[src/rtl/comp_sched_pkg.sv]
// Shared types and helpers for the popcount compressor scheduler.
package comp_sched_pkg;

    localparam int COMP_W   = 256;
    localparam int CNT_W    = 9;
    localparam int MAX_ID_W = 4;

    typedef struct packed {
        logic                valid;
        logic [MAX_ID_W-1:0] id;
        logic                last;
    } tag_t;

    typedef enum logic {
        IDLE,
        BURST
    } sched_state_e;

    function automatic int unsigned rr_next(int unsigned idx, int unsigned n);
        return (idx + 1 >= n) ? 0 : idx + 1;
    endfunction

endpackage

[src/rtl/Comp_single256.sv]
// 256-bit column popcount, three register stages, no reset.
module Comp_single256
    import comp_sched_pkg::*;
(
    input  logic              clk,
    input  logic [COMP_W-1:0] in_col0,
    output logic [CNT_W-1:0]  comp_out
);

    logic [6:0] s1_q [4];
    logic [7:0] s2_q [2];
    logic [8:0] s3_q;

    always_ff @(posedge clk) begin
        for (int unsigned i = 0; i < 4; i++) begin
            s1_q[i] <= 7'($countones(in_col0[i*64 +: 64]));
        end
        s2_q[0] <= {1'b0, s1_q[0]} + {1'b0, s1_q[1]};
        s2_q[1] <= {1'b0, s1_q[2]} + {1'b0, s1_q[3]};
        s3_q    <= {1'b0, s2_q[0]} + {1'b0, s2_q[1]};
    end

    assign comp_out = s3_q;

endmodule

[src/rtl/comp_rr_arb.sv]
// Round-robin requester pick from a pointer, with an override lock.
module comp_rr_arb #(
    parameter int NUM_REQ = 4,
    parameter int ID_W    = 2
) (
    input  logic [NUM_REQ-1:0] valid_i,
    input  logic [ID_W-1:0]    ptr_i,
    input  logic               lock_i,
    input  logic [ID_W-1:0]    lock_id_i,
    output logic [NUM_REQ-1:0] gnt_o,
    output logic [ID_W-1:0]    gnt_idx_o,
    output logic               gnt_any_o
);

    logic [ID_W-1:0] cand;

    always_comb begin
        gnt_o     = '0;
        gnt_idx_o = '0;
        gnt_any_o = 1'b0;
        cand      = '0;
        if (lock_i) begin
            // Locked grant ignores valid so a mid-packet gap keeps others out.
            gnt_idx_o = lock_id_i;
            gnt_any_o = 1'b1;
        end else begin
            for (int unsigned k = 0; k < NUM_REQ; k++) begin
                cand = ID_W'((32'(ptr_i) + k) % NUM_REQ);
                if (!gnt_any_o && valid_i[cand]) begin
                    gnt_idx_o = cand;
                    gnt_any_o = 1'b1;
                end
            end
        end
        gnt_o[gnt_idx_o] = gnt_any_o;
    end

endmodule

[src/rtl/comp_popcnt_sched.sv]
// Shares one Comp_single256 among requesters; returns per-packet popcount totals.
module comp_popcnt_sched
    import comp_sched_pkg::*;
#(
    parameter int  NUM_REQ  = 4,
    parameter int  COMP_LAT = 3,
    parameter int  SUM_W    = 16,
    localparam int ID_W     = $clog2(NUM_REQ)
) (
    input  logic                      clk,
    input  logic                      rst_n,
    input  logic [NUM_REQ-1:0]        req_valid,
    output logic [NUM_REQ-1:0]        req_ready,
    input  logic [NUM_REQ*COMP_W-1:0] req_data,
    input  logic [NUM_REQ-1:0]        req_last,
    output logic                      res_valid,
    output logic [ID_W-1:0]           res_id,
    output logic [SUM_W-1:0]          res_sum,
    output logic [SUM_W-1:0]          res_beats,
    output logic                      res_sat
);

    sched_state_e      state_q, state_d;
    logic [ID_W-1:0]   lock_id_q, lock_id_d;
    logic [ID_W-1:0]   rr_ptr_q, rr_ptr_d;
    logic [ID_W-1:0]   gnt_idx;
    logic              gnt_any;
    logic              accept;

    logic [COMP_W-1:0] issue_data_q, issue_data_d;
    tag_t              issue_tag_q, issue_tag_d;
    tag_t              tag_pipe_q [COMP_LAT];
    tag_t              tag_out;
    logic [CNT_W-1:0]  comp_out;

    logic [SUM_W-1:0]  acc_sum_q, acc_sum_d, acc_beats_q, acc_beats_d;
    logic              acc_sat_q, acc_sat_d;
    logic [SUM_W:0]    sum_ext, beats_ext;
    logic [SUM_W-1:0]  sum_upd, beats_upd;
    logic              sat_upd;

    logic              res_valid_q, res_valid_d, res_sat_q, res_sat_d;
    logic [ID_W-1:0]   res_id_q, res_id_d;
    logic [SUM_W-1:0]  res_sum_q, res_sum_d, res_beats_q, res_beats_d;
    logic              unused_tag_id;

    comp_rr_arb #(
        .NUM_REQ (NUM_REQ),
        .ID_W    (ID_W)
    ) u_arb (
        .valid_i   (req_valid),
        .ptr_i     (rr_ptr_q),
        .lock_i    (state_q == BURST),
        .lock_id_i (lock_id_q),
        .gnt_o     (req_ready),
        .gnt_idx_o (gnt_idx),
        .gnt_any_o (gnt_any)
    );

    Comp_single256 u_comp (
        .clk      (clk),
        .in_col0  (issue_data_q),
        .comp_out (comp_out)
    );

    assign accept = gnt_any && req_valid[gnt_idx];

    always_comb begin
        state_d      = state_q;
        lock_id_d    = lock_id_q;
        rr_ptr_d     = rr_ptr_q;
        issue_data_d = issue_data_q;
        issue_tag_d  = '0;
        if (accept) begin
            issue_data_d      = req_data[gnt_idx*COMP_W +: COMP_W];
            issue_tag_d.valid = 1'b1;
            issue_tag_d.id    = MAX_ID_W'(gnt_idx);
            issue_tag_d.last  = req_last[gnt_idx];
            if (req_last[gnt_idx]) begin
                state_d  = IDLE;
                rr_ptr_d = ID_W'(rr_next(32'(gnt_idx), NUM_REQ));
            end else begin
                state_d   = BURST;
                lock_id_d = gnt_idx;
            end
        end
    end

    assign tag_out       = tag_pipe_q[COMP_LAT-1];
    assign unused_tag_id = ^tag_out.id;

    always_comb begin
        sum_ext   = {1'b0, acc_sum_q} + (SUM_W+1)'(comp_out);
        beats_ext = {1'b0, acc_beats_q} + (SUM_W+1)'(1);
        sum_upd   = sum_ext[SUM_W]   ? '1 : sum_ext[SUM_W-1:0];
        beats_upd = beats_ext[SUM_W] ? '1 : beats_ext[SUM_W-1:0];
        sat_upd   = acc_sat_q | sum_ext[SUM_W] | beats_ext[SUM_W];

        acc_sum_d   = acc_sum_q;
        acc_beats_d = acc_beats_q;
        acc_sat_d   = acc_sat_q;
        res_valid_d = 1'b0;
        res_id_d    = res_id_q;
        res_sum_d   = res_sum_q;
        res_beats_d = res_beats_q;
        res_sat_d   = res_sat_q;
        if (tag_out.valid) begin
            if (tag_out.last) begin
                // Publish the updated totals and restart so the next packet's
                // first beat can land in the very next cycle.
                res_valid_d = 1'b1;
                res_id_d    = tag_out.id[ID_W-1:0];
                res_sum_d   = sum_upd;
                res_beats_d = beats_upd;
                res_sat_d   = sat_upd;
                acc_sum_d   = '0;
                acc_beats_d = '0;
                acc_sat_d   = 1'b0;
            end else begin
                acc_sum_d   = sum_upd;
                acc_beats_d = beats_upd;
                acc_sat_d   = sat_upd;
            end
        end
    end

    always_ff @(posedge clk or negedge rst_n) begin
        if (!rst_n) begin
            state_q      <= IDLE;
            lock_id_q    <= '0;
            rr_ptr_q     <= '0;
            issue_data_q <= '0;
            issue_tag_q  <= '0;
            for (int unsigned i = 0; i < COMP_LAT; i++) tag_pipe_q[i] <= '0;
            acc_sum_q    <= '0;
            acc_beats_q  <= '0;
            acc_sat_q    <= 1'b0;
            res_valid_q  <= 1'b0;
            res_id_q     <= '0;
            res_sum_q    <= '0;
            res_beats_q  <= '0;
            res_sat_q    <= 1'b0;
        end else begin
            state_q      <= state_d;
            lock_id_q    <= lock_id_d;
            rr_ptr_q     <= rr_ptr_d;
            issue_data_q <= issue_data_d;
            issue_tag_q  <= issue_tag_d;
            tag_pipe_q[0] <= issue_tag_q;
            for (int unsigned i = 1; i < COMP_LAT; i++) tag_pipe_q[i] <= tag_pipe_q[i-1];
            acc_sum_q    <= acc_sum_d;
            acc_beats_q  <= acc_beats_d;
            acc_sat_q    <= acc_sat_d;
            res_valid_q  <= res_valid_d;
            res_id_q     <= res_id_d;
            res_sum_q    <= res_sum_d;
            res_beats_q  <= res_beats_d;
            res_sat_q    <= res_sat_d;
        end
    end

    assign res_valid = res_valid_q;
    assign res_id    = res_id_q;
    assign res_sum   = res_sum_q;
    assign res_beats = res_beats_q;
    assign res_sat   = res_sat_q;

endmodule

[config.mk]
export PLATFORM = sky130hd
export DESIGN_NAME = comp_popcnt_sched
export DESIGN_NICKNAME = d
export VERILOG_FILES = /design/src/rtl/comp_sched_pkg.sv /design/src/rtl/Comp_single256.sv /design/src/rtl/comp_rr_arb.sv /design/src/rtl/comp_popcnt_sched.sv
export SDC_FILE = /design/constraint.sdc
export NUM_CORES = 1
export LEC_CHECK = 0
export BUFFER_PORTS_ARGS = -buffer_cell sky130_fd_sc_hd__buf_4
export CAP_MARGIN = 0
export CORE_AREA = 10 10 406 408
export CTS_CLUSTER_SIZE = 14
export DETAILED_ROUTE_END_ITERATION = 12
export DIE_AREA = 0 0 416 418
export PLACE_DENSITY_LB_ADDON = 0.15
export SYNTH_ARGS = -nofsm -noshare
export SYNTH_HDL_FRONTEND = slang
export SYNTH_HIERARCHICAL = 1
export SYNTH_SLANG_ARGS = --single-unit
[constraint.sdc]
create_clock -name clk -period 17.9 [get_ports clk]
set_input_delay 0 -clock clk [delete_from_list [all_inputs] [get_ports clk]]
set_output_delay 0 -clock clk [all_outputs]
set_load 0.01 [all_outputs]
* Word-level counts from Yosys, hierarchy flattened
Memory sizes are Yosys's and may differ from the RTL's.
Index checks and enable logic that the tools add are counted.
** Word-level totals
- Bits in registers :: 355
- Bits in writable memories :: 44
- Output and inout port bits :: 40
- Memories kept :: 2
** Memory list
- u_comp.s1_q :: depth 4, width 7, read ports 4, clocked after memory_dff 0, write ports 4, RTL line Comp_single256.sv:10 : logic [6:0] s1_q [4];
- u_comp.s2_q :: depth 2, width 8, read ports 2, clocked after memory_dff 0, write ports 2, RTL line Comp_single256.sv:11 : logic [7:0] s2_q [2];
** Cells by class
- Add/subtract/negate cells :: 261
- Magnitude comparators :: 7
- Shift operators :: 1
- Mux-type cells :: 37
- Bitwise gates (word level) :: 4
- Reduce and logical (&&, ||, !) cells :: 11
** Operators by type and width (count)
- variable part select 1024 x 11 -> 256 bit :: 1
- adder 7 bit :: 124
- adder 1 x 1 -> 2 bit :: 128
- 2-to-1 mux 16 bit :: 4
- 2-to-1 mux 1 bit :: 19
- adder 16 x 1 -> 17 bit, second input constant :: 1
- adder 16 x 9 -> 17 bit :: 1
- adder 7 x 7 -> 8 bit :: 2
- less-than comparator 2 x 3 -> 1 bit, second input constant :: 5
- binary-select mux 1 bit (select 2 bit) :: 6
- 2-to-1 mux 2 bit :: 6
- adder 8 x 8 -> 9 bit :: 1
- 2-to-1 mux 6 bit :: 1
- AND reduction 2 bit :: 3
- logical AND 1 bit :: 5
- adder 2 bit, second input constant :: 2
- bitwise AND 4 bit :: 1
- adder 2 x 1 -> 3 bit, second input constant :: 1
- greater-or-equal comparator 3 bit, second input constant :: 1
- zero test 1 bit :: 3
- adder 2 x 1 -> 2 bit, second input constant :: 1
- demux 1 bit (select 2 bit) :: 1
- greater-or-equal comparator 2 x 1 -> 1 bit, second input constant :: 1
- bitwise OR 1 bit :: 2
- NOT 1 bit :: 1

* Logic depth before layout (Yosys ltp)
- Depth in word-level cells :: 21
- Depth in mapped cells :: 22
- Depth with buffers taken out :: 22

* Cells and area by module
The synthesis kept the hierarchy.
** Modules (own cells, without submodules)
- comp_popcnt_sched :: times used 1, cells an instance 1297, area each 20006.7 sq um
- Comp_single256 :: times used 1, cells an instance 866, area each 8732.1 sq um
- comp_rr_arb :: times used 1, cells an instance 41, area each 291.5 sq um

* Worst setup path after synthesis
No wires, ideal clock.
- Path type :: register to register
- Start :: register issue_data_q[227]
- End :: memory u_comp.s1_q[3][6]
- Arrival time :: 5.653 ns
- Required time :: 17.783 ns
- Setup slack :: 12.130 ns
- Cell stages (with the launch flop) :: 21
- Buffers on the path :: 0
- Cells stage by stage :: dfrtp_1 inv_1 fa_1 inv_1 fa_1 fa_1 inv_1 fa_1 inv_1 fa_1 fa_1 fa_1 inv_1 fa_1 inv_1 fa_1 a21o_1 a21oi_1 nor2b_1 o21ai_1 nand2b_1
** RTL lines
- start: declaration :: RTL line comp_popcnt_sched.sv:30 : logic [COMP_W-1:0] issue_data_q, issue_data_d;
- start signal: assignment :: RTL line comp_popcnt_sched.sv:147 : issue_data_q <= issue_data_d;
- end: declaration :: RTL line Comp_single256.sv:10

* Final worst setup path
- Start :: register rr_ptr_q[1]
- End :: register issue_data_q[153]
** On the way
- Longest elaborated chain between the ends :: 19
- Elaborated cells on any way between the ends :: 34
- Classes of those cells :: 3 x add/sub; 1 x shift; 23 x mux; 7 x reduce/logical
** Ends and longest elaborated chain
- start: declaration :: RTL line comp_popcnt_sched.sv:25 : logic [ID_W-1:0] rr_ptr_q, rr_ptr_d;
- start signal: assignment :: RTL line comp_popcnt_sched.sv:146 : rr_ptr_q <= rr_ptr_d;
- binary-select mux 1 bit (select 2 bit) :: RTL line comp_rr_arb.sv:29 : if (!gnt_any_o && valid_i[cand]) begin
- 2-to-1 mux 1 bit (not written as such) :: RTL line comp_rr_arb.sv:29
- 2-to-1 mux 1 bit :: RTL line comp_rr_arb.sv:29
- 2-to-1 mux 1 bit :: RTL line comp_rr_arb.sv:22 : if (lock_i) begin
- zero test 1 bit :: RTL line comp_rr_arb.sv:29
- logical AND 1 bit :: RTL line comp_rr_arb.sv:29
- 2-to-1 mux 1 bit :: RTL line comp_rr_arb.sv:29
- 2-to-1 mux 1 bit :: RTL line comp_rr_arb.sv:22
- [2 not listed]
- 2-to-1 mux 1 bit :: RTL line comp_rr_arb.sv:29
- 2-to-1 mux 1 bit :: RTL line comp_rr_arb.sv:22
- zero test 1 bit :: RTL line comp_rr_arb.sv:29
- logical AND 1 bit :: RTL line comp_rr_arb.sv:29
- 2-to-1 mux 2 bit (*) :: RTL line comp_rr_arb.sv:29
- 2-to-1 mux 2 bit (*) :: RTL line comp_rr_arb.sv:22
- named net gnt_idx[0] :: RTL line comp_popcnt_sched.sv:26 : logic [ID_W-1:0] gnt_idx;
- parallel branches: the longest is 3 deep, another holds variable part select 1024 x 11 -> 256 bit
Mark *: on every way through the listed nets, which the timed path passes. The select of a mux whose other input is x is not followed.
A chain may end at the register's enable or synchronous reset.

==> qor.log <==
qor: grt.grt_pass1_wl 189,000 um
qor: synth.synthesis.instances 2,204
qor: min_path.holdCritPathClass in -> async
qor: clock_network.htree_num_levels 2
qor: sta.clock-skew-final 0.0286 ns
qor: synth.synth.net_count 3,551
qor: floorplanning.chipHeight 418 um
qor: worst_setup_path.worst_ep_arrival_time 7.25 ns
qor: job.max_cap_violations 0
qor: routing.highest-signal-layer met5
qor: routing.wl_met1 55,200 um
qor: grt.grt_max_degree 75
qor: clock_network.cts_inserted_buffers 54
qor: worst_setup_path.worst_setup_sp_type flip-flop
qor: worst_setup_path.timing.critical_path.fanout_max 46
qor: clock_network.worst_skew_pair.late_latency 0.65 ns
qor: floorplanning.fp-row-count 146
qor: clock_network.cts.reportedPaths.clkPinSlew 0.06 ns
qor: clock_network.clock-sinks 399
qor: synth.post_synth.cell_area_avg 13.2 um2
qor: sta.hold_viol 0
qor: synth.syn-cell-area 29,000 um2
qor: sta.final_period_minus_worst_setup_slack 6.74 ns
qor: cells_and_area.nNetsFinal 5,100
qor: routing.route.final.wire_length 133,000 um
qor: placement.place.gp.congestion 0.895
qor: floorplanning.floorplan.io_pins 1,074
qor: routing.drt_first_iter_violations 1,181
qor: placement.hpwlAfterDp 112,000 um
qor: grt.grt_pass1_vias 26,900
qor: sta.unrepaired_setup_endpoints_after_global_routing false
qor: sta.final_slew_violations 0
qor: worst_setup_path.crit-reg2reg-launch rr_ptr_q[1]$_DFFE_PN0P_
qor: synth.synthesis.yosys.warnings 6
qor: synth.seq_area_frac_synth 33.5%
qor: routing.routed_via_density 4.06
qor: worst_setup_path.timing.reg2reg.setup_slack 11.16 ns
qor: sta.max_freq 148 MHz
qor: routing.dr.pass1.iters 5
qor: cells_and_area.syn2layout_area_growth 59.3%
qor: worst_setup_path.reg2reg_depth 13
qor: clock_network.clock_tree.root_cell sky130_fd_sc_hd__clkbuf_16
qor: synth.ys_dominant_reg_cell sky130_fd_sc_hd__dfrtp_1
qor: floorplanning.floorplan.die_area 174,000 um2
qor: worst_setup_path.required_time_of_the_worst_setup_path 18.42 ns
qor: grt.initial_antenna_violation_count 30
qor: routing.met2WireLength 67,100 um
qor: floorplanning.dieWidth 416 um
qor: floorplanning.core_area 157,000 um2
qor: run_status.result_of_the_run complete, no violations
qor: worst_setup_path.timing.rr.end issue_data_q[153]$_DFFE_PN0P_
qor: synth.asyncSetResetFlopFracSynth 86.7%
qor: routing.drt-wirelength-per-cell 22.5 um
qor: synth.synth_seq_cells 399
qor: worst_setup_path.critical_path_class reg -> reg
qor: sta.finalCritPeriodShare 37.6%
qor: clock_network.tritoncts done
qor: synth.synth_cell_type_count 75
qor: synth.synth-edff-count 0
qor: placement.port-buffer-count 1,073
qor: sta.relSlewSlack 32.7%
qor: routing.antenna_left 0
qor: sta.setup-violations-final 0
qor: worst_setup_path.critical_path.endpoint_type flip-flop
qor: clock_network.max-clock-path-buffers 3
qor: sta.fin_tns_setup 0 ns
qor: routing.detail_route.drc_violations 0
qor: routing.via_count 23,900
qor: grt.grt_remaining_overflow 0
qor: cells_and_area.fraction_of_final_layout_cells_sized_beyond_drive_strength_1 43.6%
qor: sta.worstMarginPinSlew 1.01 ns
qor: grt.grt_usage 14.7%
qor: routing.routed-wl-met3 8100 um
qor: floorplanning.floorplan.initialDensity 18.5%
qor: clock_network.post_cts_resized 0
[stage by stage]
stage | cells | setup WS (ns) | cell area [um2] | hold WS, ns | utilization [%]
global route | 5871 | 10.43 | 46200 | 0.0550 | 29.4
detailed placement | 5253 | 11.45 | 39200 | 0.0357 | 25.0
CTS | 5870 | 10.90 | 46200 | 0.0293 | 29.4
global placement | 5253 | 11.47 | 39200 | 0.0391 | 25.0
floorplan | 2204 | 12.13 | 29000 | -0.296 | -
finish | 5881 | 11.16 | 46300 | 0.0149 | 29.4
[state kept, by name, indices dropped and copies added (netlist names), 9 cells and up]
register and cells:
u_comp/s2_q 16, u_comp/comp_out 9, res_beats 16, acc_beats_q 16
res_sum 16, acc_sum_q 16, u_comp/s1_q 28, issue_data_q 256
[layer usage]
layer,vias to the layer above,track usage (%)
met1,12200,18.4
met3,119,3.78
met5,-,0
met2,675,25.6
met4,16,2.55
li1,10900,-
[repair_timing]
item / CTS / global route
endpoints found under the hold margin: 331 / 0
hold buffers: 516 / 0
setup buffers: 0 / 0
[logic make-up after synthesis]
logic type | count (synthesis) | synth area share (%)
AO/OA/AOI/OAI | 213 | 4.97
XOR/XNOR | 48 | 1.45
adder cells (fa/ha/maj) | 313 | 19.2
buffers and inverters | 527 | 7.49
flip-flops | 399 | 33.5
multiplexers | 520 | 30.1
AND/OR/NAND/NOR | 184 | 3.30
[synthesized netlist by cell type, types with 9 or more instances]
cell type	instances	area, um2
sky130_fd_sc_hd__o21ai_1	9	45.0
sky130_fd_sc_hd__mux4_2	257	5790
sky130_fd_sc_hd__o211ai_1	13	97.6
sky130_fd_sc_hd__xnor2_1	34	298
sky130_fd_sc_hd__nand2_1	52	195
sky130_fd_sc_hd__fa_1	220	4400
sky130_fd_sc_hd__nand2b_1	9	56.3
sky130_fd_sc_hd__nor3_1	10	50.1
sky130_fd_sc_hd__buf_6	13	146
sky130_fd_sc_hd__buf_2	49	245
sky130_fd_sc_hd__ha_1	93	1160
sky130_fd_sc_hd__o21ai_0	27	135
sky130_fd_sc_hd__a21oi_1	44	220
sky130_fd_sc_hd__dfrtp_1	346	8660
sky130_fd_sc_hd__dfxtp_1	53	1060
sky130_fd_sc_hd__clkbuf_1	44	165
sky130_fd_sc_hd__nand3_1	9	45.0
sky130_fd_sc_hd__xor2_1	14	123
sky130_fd_sc_hd__a31oi_1	24	150
sky130_fd_sc_hd__a21o_1	17	128
sky130_fd_sc_hd__mux2_2	183	2060
sky130_fd_sc_hd__inv_1	403	1510
sky130_fd_sc_hd__mux2_1	78	878
sky130_fd_sc_hd__nor2_1	50	188
[how the worst max path moves through the flow]
stage / from / end / slack [ns] / depth (start not counted)
detailed placement: rr_ptr_q[1]$_DFFE_PN0P_ / issue_data_q[157]$_DFFE_PN0P_ / 11.45 / 12
global route: rr_ptr_q[1]$_DFFE_PN0P_ / issue_data_q[157]$_DFFE_PN0P_ / 10.43 / 13
floorplan: issue_data_q[227]$_DFFE_PN0P_ / u_comp/s1_q[3][6]$_DFF_P_ / 12.13 / 20
finish: rr_ptr_q[1]$_DFFE_PN0P_ / issue_data_q[153]$_DFFE_PN0P_ / 11.16 / 13
global placement: rr_ptr_q[1]$_DFFE_PN0P_ / issue_data_q[158]$_DFFE_PN0P_ / 11.47 / 12
CTS: rr_ptr_q[1]$_DFFE_PN0P_ / issue_data_q[157]$_DFFE_PN0P_ / 10.90 / 13
[cell usage in the layout (no fill, tap or decap), types with 49 or more instances in the layout]
master	n
sky130_fd_sc_hd__dfxtp_1	53
sky130_fd_sc_hd__mux2_2	183
sky130_fd_sc_hd__dfrtp_1	346
sky130_fd_sc_hd__buf_4	1097
sky130_fd_sc_hd__mux2_1	78
sky130_fd_sc_hd__fa_1	220
sky130_fd_sc_hd__clkbuf_16	54
sky130_fd_sc_hd__mux4_2	257
sky130_fd_sc_hd__nor2_1	49
sky130_fd_sc_hd__dlygate4sd3_1	515
sky130_fd_sc_hd__nand2_1	52
sky130_fd_sc_hd__ha_1	93
sky130_fd_sc_hd__inv_1	403
[worst max-delay path: stages (launching register included)]
cell	delay, ns
sky130_fd_sc_hd__dfrtp_1	0.58
sky130_fd_sc_hd__mux2i_1	0.14
sky130_fd_sc_hd__a32o_2	0.28
sky130_fd_sc_hd__a21oi_2	0.26
sky130_fd_sc_hd__nor4_4	0.13
sky130_fd_sc_hd__nor2_4	0.18
sky130_fd_sc_hd__buf_4	0.60
sky130_fd_sc_hd__buf_4	0.75
sky130_fd_sc_hd__buf_4	0.66
sky130_fd_sc_hd__buf_4	0.58
sky130_fd_sc_hd__buf_4	0.80
sky130_fd_sc_hd__mux4_2	0.59
sky130_fd_sc_hd__dlygate4sd3_1	0.56
sky130_fd_sc_hd__mux2_1	0.30
[final cells by class]
cell class	instances	area (um2)
antenna	11	27.5
clock buffer	78	1550
clock inverter	23	250
fill	16300	111000
inverter	406	1520
multi-input combinational	1278	17200
sequential	399	9720
tap	2072	2590
timing repair buffer	1614	13400
Power is not shown: default switching activity piles up to over one toggle a cycle in this logic, so the estimate is an artifact.
